[src/rtl/ctrl_pipe.sv]
// ctrl_pipe: pipelined main control unit.
// Decodes the ID-stage opcode into a control bundle and carries it through the
// ID/EX, EX/MEM and MEM/WB registers, with load-use stall detection and bubble
// insertion for stalls and EX-resolved branch/jump flushes.
// Optional macro CTRL_PERF_EN adds saturating stall/flush event counters.
module ctrl_pipe #(
    parameter int ALUOP_W = 4,
    parameter int REG_AW  = 5
) (
    input  logic               clk,
    input  logic               rst_n,
    input  logic               id_valid,
    input  logic [5:0]         id_op,
    input  logic [REG_AW-1:0]  id_rs,
    input  logic [REG_AW-1:0]  id_rt,
    input  logic               ex_flush,
    output logic               hazard_stall,
    output logic               ex_valid,
    output logic               ex_regdst,
    output logic               ex_alusrc,
    output logic               ex_branch,
    output logic               ex_jump,
    output logic [ALUOP_W-1:0] ex_aluop,
    output logic               ex_illegal,
    output logic               mem_valid,
    output logic               mem_memread,
    output logic               mem_memwrite,
    output logic               wb_valid,
    output logic               wb_regwrite,
    output logic               wb_memtoreg
`ifdef CTRL_PERF_EN
    ,
    output logic [31:0]        perf_stall_cnt,
    output logic [31:0]        perf_flush_cnt
`endif
);

    localparam logic [5:0] OP_RTYPE = 6'b000000;
    localparam logic [5:0] OP_J     = 6'b000010;
    localparam logic [5:0] OP_BEQ   = 6'b000100;
    localparam logic [5:0] OP_BNE   = 6'b000101;
    localparam logic [5:0] OP_ADDI  = 6'b001000;
    localparam logic [5:0] OP_ANDI  = 6'b001100;
    localparam logic [5:0] OP_ADDIU = 6'b001001;
    localparam logic [5:0] OP_SLTI  = 6'b001010;
    localparam logic [5:0] OP_ORI   = 6'b001101;
    localparam logic [5:0] OP_LW    = 6'b100011;
    localparam logic [5:0] OP_SW    = 6'b101011;
    localparam logic [5:0] OP_JAL   = 6'b000011;

    // Control vector bit positions, MSB first:
    // RegDst, RegWrite, ALUSrc, Branch, MemRead, MemWrite, MemtoReg, Jump
    localparam int C_REGDST   = 7;
    localparam int C_REGWRITE = 6;
    localparam int C_ALUSRC   = 5;
    localparam int C_BRANCH   = 4;
    localparam int C_MEMREAD  = 3;
    localparam int C_MEMWRITE = 2;
    localparam int C_MEMTOREG = 1;
    localparam int C_JUMP     = 0;

    logic [7:0]         dec_ctl;
    logic [3:0]         dec_code;
    logic               dec_illegal;
    logic               dec_uses_rt;

    logic               ex_valid_reg;
    logic [7:0]         ex_ctl_reg;
    logic [ALUOP_W-1:0] ex_aluop_reg;
    logic               ex_illegal_reg;
    logic [REG_AW-1:0]  ex_rt_reg;
    logic [7:0]         ex_ctl_gated;

    logic               mem_valid_reg;
    logic               mem_memread_reg;
    logic               mem_memwrite_reg;
    logic               mem_regwrite_reg;
    logic               mem_memtoreg_reg;

    logic               wb_valid_reg;
    logic               wb_regwrite_reg;
    logic               wb_memtoreg_reg;

    logic               load_bubble;

    // ID-stage opcode decode into control bits, ALUOp code and rt usage
    always_comb begin
        dec_ctl     = 8'b0000_0000;
        dec_code    = 4'd0;
        dec_illegal = 1'b0;
        dec_uses_rt = 1'b0;
        case (id_op)
            OP_RTYPE: begin dec_ctl = 8'b1100_0000; dec_code = 4'd2; dec_uses_rt = 1'b1; end
            OP_J:     begin dec_ctl = 8'b0000_0001; dec_code = 4'd0; end
            OP_BEQ:   begin dec_ctl = 8'b0001_0000; dec_code = 4'd1; dec_uses_rt = 1'b1; end
            OP_BNE:   begin dec_ctl = 8'b0001_0000; dec_code = 4'd3; dec_uses_rt = 1'b1; end
            OP_ADDI:  begin dec_ctl = 8'b0110_0000; dec_code = 4'd4; end
            OP_ANDI:  begin dec_ctl = 8'b0110_0000; dec_code = 4'd5; end
            OP_ADDIU: begin dec_ctl = 8'b0110_0000; dec_code = 4'd6; end
            OP_SLTI:  begin dec_ctl = 8'b0110_0000; dec_code = 4'd7; end
            OP_ORI:   begin dec_ctl = 8'b0110_0000; dec_code = 4'd8; end
            OP_LW:    begin dec_ctl = 8'b0110_1010; dec_code = 4'd4; end
            OP_SW:    begin dec_ctl = 8'b0010_0100; dec_code = 4'd4; dec_uses_rt = 1'b1; end
            OP_JAL:   begin dec_ctl = 8'b0100_0001; dec_code = 4'd0; end
            default:  begin dec_illegal = 1'b1; end
        endcase
    end

    // Load-use hazard: a load in EX whose destination (rt) feeds the ID instruction.
    // A taken flush kills the ID instruction anyway, so it suppresses the stall.
    always_comb begin
        hazard_stall = id_valid & ex_valid_reg & ex_ctl_reg[C_MEMREAD]
                     & (ex_rt_reg != '0)
                     & ((ex_rt_reg == id_rs) | (dec_uses_rt & (ex_rt_reg == id_rt)))
                     & ~ex_flush;
    end

    assign load_bubble = ex_flush | hazard_stall | ~id_valid;

    // ID/EX register: decoded bundle or a bubble
    always_ff @(posedge clk) begin
        if (!rst_n) begin
            ex_valid_reg   <= 1'b0;
            ex_ctl_reg     <= '0;
            ex_aluop_reg   <= '0;
            ex_illegal_reg <= 1'b0;
            ex_rt_reg      <= '0;
        end else if (load_bubble) begin
            ex_valid_reg   <= 1'b0;
            ex_ctl_reg     <= '0;
            ex_aluop_reg   <= '0;
            ex_illegal_reg <= 1'b0;
            ex_rt_reg      <= '0;
        end else begin
            ex_valid_reg   <= 1'b1;
            ex_ctl_reg     <= dec_ctl;
            ex_aluop_reg   <= ALUOP_W'(dec_code);
            ex_illegal_reg <= dec_illegal;
            ex_rt_reg      <= id_rt;
        end
    end

    // A stage that holds no instruction never drives any control high
    generate
        for (genvar gi = 0; gi < 8; gi++) begin : g_ex_gate
            assign ex_ctl_gated[gi] = ex_ctl_reg[gi] & ex_valid_reg;
        end
    endgenerate

    // EX/MEM register: advances every cycle
    always_ff @(posedge clk) begin
        if (!rst_n) begin
            mem_valid_reg    <= 1'b0;
            mem_memread_reg  <= 1'b0;
            mem_memwrite_reg <= 1'b0;
            mem_regwrite_reg <= 1'b0;
            mem_memtoreg_reg <= 1'b0;
        end else begin
            mem_valid_reg    <= ex_valid_reg;
            mem_memread_reg  <= ex_ctl_gated[C_MEMREAD];
            mem_memwrite_reg <= ex_ctl_gated[C_MEMWRITE];
            mem_regwrite_reg <= ex_ctl_gated[C_REGWRITE];
            mem_memtoreg_reg <= ex_ctl_gated[C_MEMTOREG];
        end
    end

    // MEM/WB register: advances every cycle
    always_ff @(posedge clk) begin
        if (!rst_n) begin
            wb_valid_reg    <= 1'b0;
            wb_regwrite_reg <= 1'b0;
            wb_memtoreg_reg <= 1'b0;
        end else begin
            wb_valid_reg    <= mem_valid_reg;
            wb_regwrite_reg <= mem_regwrite_reg & mem_valid_reg;
            wb_memtoreg_reg <= mem_memtoreg_reg & mem_valid_reg;
        end
    end

    assign ex_valid     = ex_valid_reg;
    assign ex_regdst    = ex_ctl_gated[C_REGDST];
    assign ex_alusrc    = ex_ctl_gated[C_ALUSRC];
    assign ex_branch    = ex_ctl_gated[C_BRANCH];
    assign ex_jump      = ex_ctl_gated[C_JUMP];
    assign ex_aluop     = ex_aluop_reg & {ALUOP_W{ex_valid_reg}};
    assign ex_illegal   = ex_illegal_reg & ex_valid_reg;
    assign mem_valid    = mem_valid_reg;
    assign mem_memread  = mem_memread_reg & mem_valid_reg;
    assign mem_memwrite = mem_memwrite_reg & mem_valid_reg;
    assign wb_valid     = wb_valid_reg;
    assign wb_regwrite  = wb_regwrite_reg & wb_valid_reg;
    assign wb_memtoreg  = wb_memtoreg_reg & wb_valid_reg;

`ifdef CTRL_PERF_EN
    // Saturating stall and flush event counters
    always_ff @(posedge clk) begin
        if (!rst_n) begin
            perf_stall_cnt <= '0;
            perf_flush_cnt <= '0;
        end else begin
            if (hazard_stall && (perf_stall_cnt != 32'hFFFF_FFFF)) begin
                perf_stall_cnt <= perf_stall_cnt + 32'd1;
            end
            if (ex_flush && id_valid && (perf_flush_cnt != 32'hFFFF_FFFF)) begin
                perf_flush_cnt <= perf_flush_cnt + 32'd1;
            end
        end
    end
`endif

endmodule
[config.mk]
export PLATFORM = sky130hd
export DESIGN_NAME = ctrl_pipe
export DESIGN_NICKNAME = d
export VERILOG_FILES = /design/src/rtl/ctrl_pipe.sv
export SDC_FILE = /design/constraint.sdc
export NUM_CORES = 1
export LEC_CHECK = 0
export BUFFER_PORTS_ARGS = -buffer_cell sky130_fd_sc_hd__clkbuf_2
export CORE_ASPECT_RATIO = 0.6
export CORE_MARGIN = 2
export CORE_UTILIZATION = 45
export DETAILED_ROUTE_END_ITERATION = 10
export PLACE_DENSITY = 0.74
export SYNTH_ARGS = -nofsm -noshare
export SYNTH_HDL_FRONTEND = slang
export SYNTH_SLANG_ARGS = --single-unit
[constraint.sdc]
create_clock -name clk -period 1.68 [get_ports clk]
set_clock_uncertainty 0.05 [all_clocks]
set_input_delay 0.084 -clock clk [delete_from_list [all_inputs] [get_ports clk]]
set_output_delay 0.084 -clock clk [all_outputs]
set_load 0.01 [all_outputs]
Word level (Yosys, flattened, before mapping)
Index checks and enable logic that the tools add are counted.
{"block": "word_totals", "register_bits": 27, "latch_bits": 0, "ram_bits": 0, "rom_bits": 0, "inputBits": 20, "wordCells": 67, "memories": 0}
{"block": "classes", "addsub": 0, "multipliers": 0, "n_div": 0, "magnitude_cmp": 0, "eq_ne": 13, "shift": 0, "muxes": 5, "bitwise_logic": 28, "n_reduce_logical": 8}
{"cell": "$pmux 8 s7", "count": 1}
{"cell": "$pmux 4 s8", "count": 1}
{"cell": "$eq 6x4->1 const B", "count": 5}
{"cell": "$and 1x1->1", "count": 21}
{"cell": "$eq 6x2->1 const B", "count": 2}
{"cell": "$eq 6x3->1 const B", "count": 2}
{"cell": "$eq 6x6->1 const B", "count": 2}
{"cell": "$reduce_or 12->1", "count": 1}
{"cell": "$eq 5x5->1", "count": 2}
{"cell": "$logic_not 6->1", "count": 1}
{"cell": "$reduce_bool 5->1", "count": 1}
{"cell": "$reduce_or 5->1", "count": 1}
{"cell": "$and 4x4->4", "count": 1}
{"cell": "$reduce_or 2->1", "count": 2}
{"cell": "$reduce_or 4->1", "count": 1}
{"cell": "$mux 1", "count": 3}
{"cell": "$not 1->1", "count": 3}
{"cell": "$or 1x1->1", "count": 3}
{"cell": "$reduce_or 3->1", "count": 1}

Logic depth before layout (Yosys ltp)
Gate-level depths: netlist of run 1.
{"block": "depth", "word_depth": 10, "depth_mapped": 6, "depth_no_buf": 4}

Least setup slack after synthesis of run 1
Ideal clock, no wire load.
{"block": "synth_timing", "kind": "reg2reg", "startpoint": "register ex_valid_reg (netlist: ex_valid)", "endpoint": "register ex_ctl_reg[7]", "arrival_time_ps": 1485, "required_time_ps": 1513, "slack_ps": 27, "stages_incl_launch_ff": 5, "path_buffers": 0, "synth_period_minus_slack_ps": 1653, "path_cell_list": "dfxtp_1 and3_1 o21ai_2 nor4b_1 and4bb_2"}
{"block": "synth_between", "elab_chain_len": 8}
{"element": "from (decl)", "line": "67", "source": "logic ex_valid_reg;"}
{"element": "from (signal assigned)", "line": "123", "source": "ex_valid_reg <= 1'b0;"}
{"element": "from (signal assigned)", "line": "129", "source": "ex_valid_reg <= 1'b0;"}
{"element": "from (signal assigned)", "line": "135", "source": "ex_valid_reg <= 1'b1;"}
{"element": "$and 1x1->1 (2 in a row)", "line": "112", "source": "hazard_stall = id_valid & ex_valid_reg & ex_ctl_reg[C_MEMREAD]"}
{"element": "$and 1x1->1", "line": "113", "source": "& (ex_rt_reg != '0)"}
{"element": "$and 1x1->1", "line": "114", "source": "& ((ex_rt_reg == id_rs) | (dec_uses_rt & (ex_rt_reg == id_rt)))"}
{"element": "$and 1x1->1", "line": "115", "source": "& ~ex_flush;"}
{"element": "$or 1x1->1 (2 in a row)", "line": "118", "source": "assign load_bubble = ex_flush | hazard_stall | ~id_valid;"}
{"element": "$reduce_or 2->1 (no line)"}
{"element": "to (signal assigned)", "line": "136", "source": "ex_ctl_reg <= dec_ctl;"}
{"element": "to (decl)", "line": "68", "source": "logic [7:0] ex_ctl_reg;"}
Every way passes these cells.
A chain may end at the register's enable or synchronous reset.

Final worst setup path of run 1
{"block": "layout_timing", "startpoint": "register ex_rt_reg[0]", "endpoint": "output hazard_stall"}
{"block": "layout_between", "elab_chain_len": 5, "elab_cells_between_ends": 8, "classes_between": "eq/ne (2); bitwise (5); reduce/logical (1)"}
{"element": "from (decl)", "line": "71", "source": "logic [REG_AW-1:0] ex_rt_reg;"}
{"element": "from (signal assigned)", "line": "139", "source": "ex_rt_reg <= id_rt;"}
{"element": "$eq 5x5->1", "line": "114"}
{"element": "$and 1x1->1", "line": "114"}
{"element": "$or 1x1->1", "line": "114"}
{"element": "$and 1x1->1 (*)", "line": "114"}
{"element": "$and 1x1->1 (*)", "line": "115"}
{"element": "to (decl)", "line": "17", "source": "output logic hazard_stall,"}
Every way passes the cells marked *; elsewhere a longest branch is shown, timed or not.

==> reports/qor.yml, run 1 <==
worstSetupPathType: "register to primary output"
outcome: "finished with violations"
crit_required_ps: 1550
fin_util: 0.7148
synth_nets: 155
drt_first_pass_iters: 4
grt_pass1_wl_mm: 6.272
syn_area_um2: 1251
drive_gt1_frac: 0.5053
final-seq-area_um2: 504.2
hp-class: "primary input to register"
grt_overflow: 0
setup_tns_ps: -2858
worstPathCellList: "buf_4 > xnor2_2 > nand4_1 > a2111oi_4 > buf_4 > o21ba_1 > buf_2"
report.final.slew_viol_count: 0
cpPeakStageDelay_ps: 380
diodes: 0
critPathLaunchType: "register"
die_w_um: 72.08
synth_top_area_share: 0.4000
path_common_cell: "buf_4"
vias: 1309
worst-path-max-fanout: 3
htree_levels: 1
max_freq_mhz: 478.0
largest_register_ffs: 7
multiInputGateArea_um2: 862.1
ys_warn_count: 0
ant_nets: 0
grtUsageTotal: 0.2670
yosysUniqueCellTypes: 41
reg2regPathDepth: 7
via_per_inst: 5.896
num_rows: 14
p_per_area_nw_per_um2: 631.9
fin_ws_ps: -412.1
tritoncts: "done"
io_pins: 37
postSynthCellCount: 135
core_um2: 2575
nets: 211
clock-sinks: 25
clk_path_buf_depth: 2
synth_common_cells: "25 x dfxtp_1, 15 x and2_1, 10 x nor3_1, 10 x xnor2_1, 7 x nand2_1"
io_buffers: 36
numCtsBuffers: 3
layout_min_cycle_time_ps: 2092
cap_violations: 0
syn_area_per_cell_um2: 9.268
start_util: 0.4859
root_buffer: "clkbuf_8"
clk_latency_ps: 280
fillers: 190
wl_mm: 4.060
syn_to_final_growth_pct: 47.10
ys_seq_elements: 25
wl_per_cell_um: 18.29
antenna_found_initial: 0
leakagePower_uw: 0.0008003
worst_pin_slew_ps: 550.4
setup_viol: 18
min_path_cells: 3
ys.flop_type: "dfxtp_1"
post-synth-top-count-cell: "dfxtp_1"
fp.dieH_um: 44.85
hpwlAfterDp_mm: 2.688
gp_congestion: 0.8325
synth-edff-count: 0
synth-seq-area-share: 0.4000
finalCritPeriodShare: 1.245
power_uw: 1163
rsz0062_at_grt: "yes"
slew_headroom: 0.6279
async_reset_ff_frac: 0
path_buf_inv: 3
drt_iter0_drc: 82
violations: "setup timing"
finalHoldViolCount: 0
grt_max_degree: 16
die_area_um2: 3232
synthTopCellsByArea: "dfxtp_1 40%, and2_1 7.5%, xnor2_1 7.0%, nor3_1 4.0%, and3_1 3.0%"
drc: 0
cp_data_arrival_time_ps: 1960
critical_path.top_delay_family: "buffers and inverters"
clkTransAtPathRegs_ps: 90
worst_ir_drop_vdd_uv: 468.0
yosys.area.top_type: "dfxtp_1"
grt_pass1_vias: 1319
worstSetupEndpointType: "primary output"
path_depth: 7
slowest_stage: "a2111oi_4"
-- through the flow --
stage / setup slack, ps / hold slack, ps / instances / instance area, µm²
global route: -437.6 / 33.74 / 222 / 1841
floorplan: 27.10 / 152.3 / 135 / 1251
finish: -412.1 / 19.17 / 222 / 1841
CTS: -361.7 / 3.402 / 221 / 1765
global placement: -145.0 / 269.4 / 210 / 1541
detailed placement: -260.4 / 278.2 / 210 / 1541
-- cells in the final DEF (no fill, tap or decap), drive strengths merged, types with 2 or more instances in the layout --
master / instances
nor2: 6
clkbuf: 38
nand4: 2
buf: 25
xnor2: 10
o22a: 2
nand2b: 5
inv: 2
nor3: 10
nand3: 2
o21ai: 4
nand2: 7
a2111oi: 2
or4: 3
and3: 6
nor4: 6
and2: 15
nor4b: 3
dfxtp: 25
-- per-layer routing --
layer,share of wire,wire length [µm],vias to the layer above,track usage
met4,0.013,53,0,0.1434
met5,0,0,-,0
met2,0.50,2014,74,0.4606
met3,0.098,398,8,0.07366
li1,-,-,591,-
met1,0.39,1593,636,0.3094
-- logic make-up (layout without fill, tap and decap cells) --
logic type	Yosys count	in the layout	share of synthesized area
AOI/OAI and AO/OA	15	15	0.1060
buffers and inverters	12	67	0.05199
and+or+nand+nor	71	71	0.3570
xor gates and xnor gates	11	11	0.07700
DFF	25	25	0.4000
adders and majority gates	1	1	0.008000
-- report_power, final --
group / switching [µW] / internal [µW] / leakage [µW]
clock network: 200 / 169 / 0.0000217
logic: 103 / 85.9 / 0.000575
registers: 5.79 / 600 / 0.000204
-- layout make-up --
cell class | count | area share
Multi-Input combinational cell | 98 | 0.4684
Clock inverter | 1 | 0.004079
Sequential cell | 25 | 0.2740
Inverter | 2 | 0.004079
Timing Repair Buffer | 61 | 0.2053
Tap cell | 32 | 0.02175
Clock buffer | 3 | 0.02243
-- repair_timing --
item	4_1_cts	5_1_grt
setup buffers	6	3
gates cloned	0	0
endpoints found under the hold margin	1	0
setup endpoints to repair	19	19
resized for setup	22	13
hold buffers	1	0
pin swaps	15	14
-- worst reg2reg max path: stages, from the launching register on --
cell	delay, ps
dfxtp_2	350
buf_4	170
xnor2_2	170
nand4_1	170
a2111oi_4	380
buf_4	190
buf_4	170
and4bb_2	240
-- worst paths after layout --
check                                         startpoint                          end  slack (ps)
worst min register to register  ex_ctl_reg[2]$_SDFF_PP0_  mem_memwrite_reg$_SDFF_PN0_         420
worst min-delay path                            id_rt[4]      ex_rt_reg[4]$_SDFF_PP0_          20
worst max register to register   ex_rt_reg[0]$_SDFF_PP0_     ex_ctl_reg[7]$_SDFF_PP0_        -320
worst max-delay path             ex_rt_reg[0]$_SDFF_PP0_                 hazard_stall        -410
(Power assumes the default switching activity.)
==> run 2: changes to the inputs <==
--- a/config.mk
+++ b/config.mk
@@ -8,9 +8,9 @@
 export BUFFER_PORTS_ARGS = -buffer_cell sky130_fd_sc_hd__clkbuf_2
 export CORE_ASPECT_RATIO = 0.6
 export CORE_MARGIN = 2
-export CORE_UTILIZATION = 45
+export CORE_UTILIZATION = 50
 export DETAILED_ROUTE_END_ITERATION = 10
-export PLACE_DENSITY = 0.74
+export PLACE_DENSITY = 0.78
 export SYNTH_ARGS = -nofsm -noshare
 export SYNTH_HDL_FRONTEND = slang
 export SYNTH_SLANG_ARGS = --single-unit
==> constraint.sdc (replaced) <==
create_clock -name clk -period 2.2 [get_ports clk]
set_clock_uncertainty 0.05 [all_clocks]
set_input_delay 0.11 -clock clk [delete_from_list [all_inputs] [get_ports clk]]
set_output_delay 0.11 -clock clk [all_outputs]
set_load 0.01 [all_outputs]
==> reports/qor.yml, run 2 (synthesis results as in run 1) <==
die_area_um2: 2932  # was 3232 µm²
drc: 0  # unchanged
slew_headroom: 0.4810  # was 0.6279
r2r_slack_ps: 270  # was -320 ps
worstSetupEndpointType: "primary output"  # unchanged
syn_to_final_growth_pct: 19.10  # was 47.10%
outcome: "finished with violations"  # unchanged
layout_min_cycle_time_ps: 2201
final_cell_area_um2: 1490  # was 1841 µm²
cap_violations: 0  # unchanged
path_depth: 6  # was 7
die_w_um: 68.58  # was 72.08 µm
finalCritPeriodShare: 1.000
io_pins: 37  # unchanged
crit_start: "ex_rt_reg[1]$_SDFF_PP0_"  # was ex_rt_reg[0]$_SDFF_PP0_
largest_register_ffs: 7  # unchanged
worst_ir_drop_vdd_uv: 415.7  # was 468.0 µV
max_freq_mhz: 454.4
gp_congestion: 0.8713  # was 0.8325
report.final.slew_viol_count: 0  # unchanged
grt_overflow: 0  # unchanged
p_per_area_nw_per_um2: 571.9  # was 631.9 nW/µm²
reg2regPathDepth: 5  # was 7
fp.dieH_um: 42.75  # was 44.85 µm
clkTransAtPathRegs_ps: 90  # about the same
cp_data_arrival_time_ps: 2040  # was 1960 ps
hp-class: "primary input to register"  # unchanged
crit_required_ps: 2040  # was 1550 ps
fin_ws_ps: -0.8740  # was -412.1 ps
diodes: 0  # unchanged
pre_cts_slack_ps: 148.5  # was -260.4 ps
timing.rr.start: "ex_rt_reg[1]$_SDFF_PP0_"  # was ex_rt_reg[0]$_SDFF_PP0_
antenna_found_initial: 0  # unchanged
final_cell_mix: "36 x clkbuf_2, 25 x dfxtp_1, 15 x and2_1"  # was 35 x clkbuf_2, 22 x dfxtp_1, 22 x buf_4
finalHoldViolCount: 0  # unchanged
clock-sinks: 25  # unchanged
violations: "setup timing"  # unchanged
layout_commonest_cell: "clkbuf_2"  # unchanged
wl_per_cell_um: 14.70  # was 18.29 µm
setup_viol: 1  # was 18
cts.hold.buffers_added: 0  # was 1
grtUsageTotal: 0.2120  # was 0.2670
clk_path_buf_depth: 2  # unchanged
start_util: 0.5534  # was 0.4859
rsz0062_at_grt: "yes"  # unchanged
cts_setup_buffers: 0  # was 6
vias: 1099  # was 1,309
wl_mm: 2.895  # was 4.060 mm
drt_iter0_drc: 62  # was 82
ant_nets: 0  # unchanged
grt_pass1_vias: 938  # was 1,319
reg2reg_to: "ex_ctl_reg[6]$_SDFF_PP0_"  # was ex_ctl_reg[7]$_SDFF_PP0_
drt_first_pass_iters: 4  # unchanged
worst-path-max-fanout: 11  # was 3
hpwlAfterDp_mm: 2.175  # was 2.688 mm
critPathLaunchType: "register"  # unchanged
grt_pass1_wl_mm: 4.519  # was 6.272 mm
slowest_stage: "or4_1"  # was a2111oi_4
path_buf_inv: 2  # was 3
via_per_inst: 5.579  # was 5.896
worst_pin_slew_ps: 775.2  # was 550.4 ps
io_buffers: 36  # unchanged
cpPeakStageDelay_ps: 580  # was 380 ps
fillers: 179  # was 190
numCtsBuffers: 3  # unchanged
num_rows: 13  # was 14
setup_tns_ps: -0.8740  # was -2858 ps
grt_max_degree: 16  # unchanged
placed_area_um2: 1426  # was 1541 µm²
drive_gt1_frac: 0.2994  # was 0.5053
worstSetupPathType: "register to primary output"  # unchanged
htree_levels: 1  # unchanged
critical_path.endpoint: "hazard_stall"  # unchanged
clk_latency_ps: 270  # was 280 ps
critical_path.top_delay_family: "simple AND/OR/NAND/NOR gates"  # was buffers and inverters
tritoncts: "done"  # unchanged
worstPathCellList: "or4_1 > o21ai_2 > a2111oi_4 > buf_4 > o21ba_1 > clkbuf_2"  # was buf_4 > xnor2_2 > nand4_1 > a2111oi_4 > buf_4 > o21ba_1 > buf_2
leakagePower_uw: 0.0006384  # was 0.0008003 µW
core_um2: 2261  # was 2575 µm²
nets: 188  # was 211
root_buffer: "clkbuf_8"  # unchanged
[run 2: changes by cell type in the layout (fill, tap and decap cells not counted), sizes merged]
| cell | change |
|---|---|
| dlygate4sd3 | -1 |
| clkbuf | +1 |
| buf | -23 |
[run 2: worst register-to-register path: stages (launching register included)]
cell,delay [ps]
dfxtp_1,350
or4_1,580
o21ai_2,250
a2111oi_4,80
buf_4,210
nor4_1,310
[run 2: stage by stage]
step	std cells	hold slack (ps)	utilization	power, µW
floorplan	135	178.3	-	536.8
global placement	193	288.9	0.6309	566.8
detailed placement	193	298.0	0.6309	572.8
CTS	197	1.334	0.6552	851.0
global route	197	13.51	0.6591	879.1
finish	197	2.300	0.6591	852.3
[run 2: power breakdown]
part           internal, µW  switching, µW
Sequential              458           4.49
Combinational          43.5           60.7
Clock                   129            157
[run 2: area by class of cell]
type / count / area [µm²] / share of cell area
multi-input combinational: 98 / 700.7 / 0.4702
sequential: 25 / 500.5 / 0.3359
timing repair buffer: 38 / 195.2 / 0.1310
clock buffer: 3 / 41.29 / 0.02771
tap: 30 / 37.54 / 0.02519
clock inverter: 1 / 7.507 / 0.005038
inverter: 2 / 7.507 / 0.005038
[run 2: what timing repair did]
action	in CTS	in global routing
resized for setup	1	1
setup endpoints to repair	1	15
pin swaps	0	1
gates cloned	0	0
[run 2: how the worst min path moves through the flow]
stage / startpoint / end / slack (ps) / depth (start not counted)
after floorplan: id_rt[0] / ex_rt_reg[0]$_SDFF_PP0_ / 180 / 2
after global placement: id_rt[3] / ex_rt_reg[3]$_SDFF_PP0_ / 290 / 3
after detailed placement: id_rt[3] / ex_rt_reg[3]$_SDFF_PP0_ / 300 / 3
after CTS: id_rt[3] / ex_rt_reg[3]$_SDFF_PP0_ / 1 / 3
after global routing: id_rt[2] / ex_rt_reg[2]$_SDFF_PP0_ / 10 / 3
final: id_rt[3] / ex_rt_reg[3]$_SDFF_PP0_ / 2 / 3
[run 2: layer usage]
layer  up-vias  GRT usage  wire length (µm)
li1        545          -                 -
met1       494     0.3019              1344
met2        55     0.3038              1268
met3         5    0.06631               252
met4         0    0.06000                29
met5         -          0                 0
==> run 3: changes to the inputs <==
--- a/config.mk
+++ b/config.mk
@@ -6,7 +6,6 @@
 export NUM_CORES = 1
 export LEC_CHECK = 0
 export BUFFER_PORTS_ARGS = -buffer_cell sky130_fd_sc_hd__clkbuf_2
-export CORE_ASPECT_RATIO = 0.6
 export CORE_MARGIN = 2
 export CORE_UTILIZATION = 50
 export DETAILED_ROUTE_END_ITERATION = 10
==> reports/qor.yml, run 3 (synthesis results as in run 1) <==
io_buffers: 36  # unchanged
r2r_slack_ps: 150  # was 270 ps
setup_viol: 0  # was 1
cap_violations: 0  # unchanged
report.final.slew_viol_count: 0  # unchanged
worst_ir_drop_vdd_uv: 267.0  # was 415.7 µV
grt_pass1_vias: 1042  # was 938
min_path_cells: 2  # was 3
clk_latency_ps: 320  # was 270 ps
grt_pass1_wl_mm: 4.609  # was 4.519 mm
dp.cells: 193  # unchanged
timing.rr.start: "ex_rt_reg[1]$_SDFF_PP0_"  # unchanged
setup_tns_ps: 0  # was -0.8740 ps
wl_mm: 2.952  # was 2.895 mm
die_w_um: 54.03  # was 68.58 µm
final_cell_mix: "36 x clkbuf_2, 24 x dfxtp_1, 15 x and2_1"  # was 36 x clkbuf_2, 25 x dfxtp_1, 15 x and2_1
slew_headroom: 0.4950  # was 0.4810
wl_per_cell_um: 14.40  # was 14.70 µm
reg2reg_to: "ex_aluop_reg[2]$_SDFF_PP0_"  # was ex_ctl_reg[6]$_SDFF_PP0_
p_sw_frac: 0.2539  # was 0.2606
clock-sinks: 25  # unchanged
ant_nets: 0  # unchanged
hold_start: "rst_n"  # was id_rt[3]
seq_power_share: 0.597  # was 0.543
clkTransAtPathRegs_ps: 120  # was 90 ps
crit_required_ps: 2040  # about the same
syn_to_final_growth_pct: 24.50  # was 19.10%
die_area_um2: 2919  # was 2932 µm²
worstSetupEndpointType: "primary output"  # unchanged
clk_path_buf_depth: 2  # unchanged
root_buffer: "clkbuf_4"  # was clkbuf_8
fin_util: 0.6404  # was 0.6591
hpwlAfterDp_mm: 2.115  # was 2.175 mm
worst-path-max-fanout: 5  # was 11
outcome: "complete, no violations"  # was finished with violations
cp_data_arrival_time_ps: 1960  # was 2040 ps
finalHoldViolCount: 0  # unchanged
cpPeakStageDelay_ps: 610  # was 580 ps
htree_levels: 1  # unchanged
holdPathEnd: "mem_valid$_SDFF_PN0_"  # was ex_rt_reg[3]$_SDFF_PP0_
num_rows: 18  # was 13
reg2regPathDepth: 6  # was 5
core_um2: 2432  # was 2261 µm²
worstPathCellList: "or4_1 > o21ai_4 > nor4b_4 > o21ba_1 > clkbuf_2"  # was or4_1 > o21ai_2 > a2111oi_4 > buf_4 > o21ba_1 > clkbuf_2
worst_pin_slew_ps: 754.3  # was 775.2 ps
p_int_uw: 579.4  # was 630.2 µW
critPathLaunchType: "register"  # unchanged
antenna_found_initial: 0  # unchanged
drt_iter0_drc: 25  # was 62
hp-class: "primary input to register"  # unchanged
worstSetupPathType: "register to primary output"  # unchanged
numCtsBuffers: 3  # unchanged
start_util: 0.5144  # was 0.5534
layout_min_cycle_time_ps: 2120  # was 2201 ps
pwr-share-clk: 0.259  # was 0.335
drive_gt1_frac: 0.3029  # was 0.2994
io_pins: 37  # unchanged
p_per_area_nw_per_um2: 498.5  # was 571.9 nW/µm²
switchingPower_uw: 197.1  # was 222.1 µW
diodes: 0  # unchanged
p_comb_frac: 0.144  # was 0.122
rsz0062_at_grt: "no"  # was yes
vias: 1136  # was 1,099
largest_register_ffs: 7  # unchanged
grt_overflow: 0  # unchanged
fin_ws_ps: 80.23  # was -0.8740 ps
slowest_stage: "or4_1"  # unchanged
drt_first_pass_iters: 4  # unchanged
stdcell_count: 205  # was 197
layout_commonest_cell: "clkbuf_2"  # unchanged
max_freq_mhz: 471.8  # was 454.4 MHz
via_per_inst: 5.541  # was 5.579
fp.dieH_um: 54.03  # was 42.75 µm
drc: 0  # unchanged
finalCritPeriodShare: 0.9635  # was 1.000
pre_cts_slack_ps: 162.1  # was 148.5 ps
leakagePower_uw: 0.0006779  # was 0.0006384 µW
gp_congestion: 0.8300  # was 0.8713
nets: 196  # was 188
tritoncts: "done"  # unchanged
grtUsageTotal: 0.2201  # was 0.2120
grt_max_degree: 15  # was 16
-- run 3: power by group through the flow --
stage	clock, µW	sequential (µW)	combinational [µW]
floorplan	0	473	63.8
global placement	0	473	93.4
detailed placement	0	473	97.7
CTS	207	463	106
global route	224	464	122
finish	201	463	112
-- run 3: worst max-delay path by stage --
stage | from | endpoint | slack (ps) | depth (start not counted)
floorplan | ex_valid$_SDFF_PN0_ | ex_ctl_reg[7]$_SDFF_PP0_ | 550 | 4
global placement | ex_rt_reg[0]$_SDFF_PP0_ | ex_rt_reg[3]$_SDFF_PP0_ | 260 | 4
detailed placement | ex_rt_reg[0]$_SDFF_PP0_ | ex_aluop_reg[0]$_SDFF_PP0_ | 160 | 4
CTS | ex_rt_reg[0]$_SDFF_PP0_ | hazard_stall | 40 | 5
global route | ex_rt_reg[1]$_SDFF_PP0_ | hazard_stall | 7 | 5
finish | ex_rt_reg[1]$_SDFF_PP0_ | hazard_stall | 80 | 5
-- run 3: area by class of cell --
class                      count  area [µm²]
timing repair buffer          46       267.8
multi-input combinational     98       716.9
sequential                    25       501.7
tap                           30       37.54
clock buffer                   4       26.28
inverter                       2       7.507
fill                         212       874.6
-- run 3: worst max-delay path: cells and delay by family, from the launching register on --
family | cells | cell delay [ps]
buf+inv | 1 | 120
compound gates | 2 | 440
simple gates | 2 | 710
flops | 1 | 370
-- run 3: per-stage QoR --
stage / power [µW] / area (µm²) / hold slack, ps
finish: 776.5 / 1558 / 61.94
global route: 810.1 / 1558 / 54.08
CTS: 776.1 / 1509 / 50.68
detailed placement: 570.7 / 1426 / 302.1
global placement: 566.0 / 1426 / 293.9
floorplan: 536.8 / 1251 / 178.3
-- run 3: repair_timing --
item                       CTS  global route
hold buffers                 5             0
setup buffers                0             3
gates resized for setup      1             4
pin swaps                    1             1
hold endpoints to repair     5             0
cloned                       0             0
setup endpoints to repair    1            15
-- run 3: metal layers --
metal	share of wire	global-route usage	up-vias
met2	0.50	0.3598	37
li1	-	-	558
met1	0.43	0.2758	532
met4	0.029	0.1208	0
met3	0.045	0.03333	9
met5	0	0	-
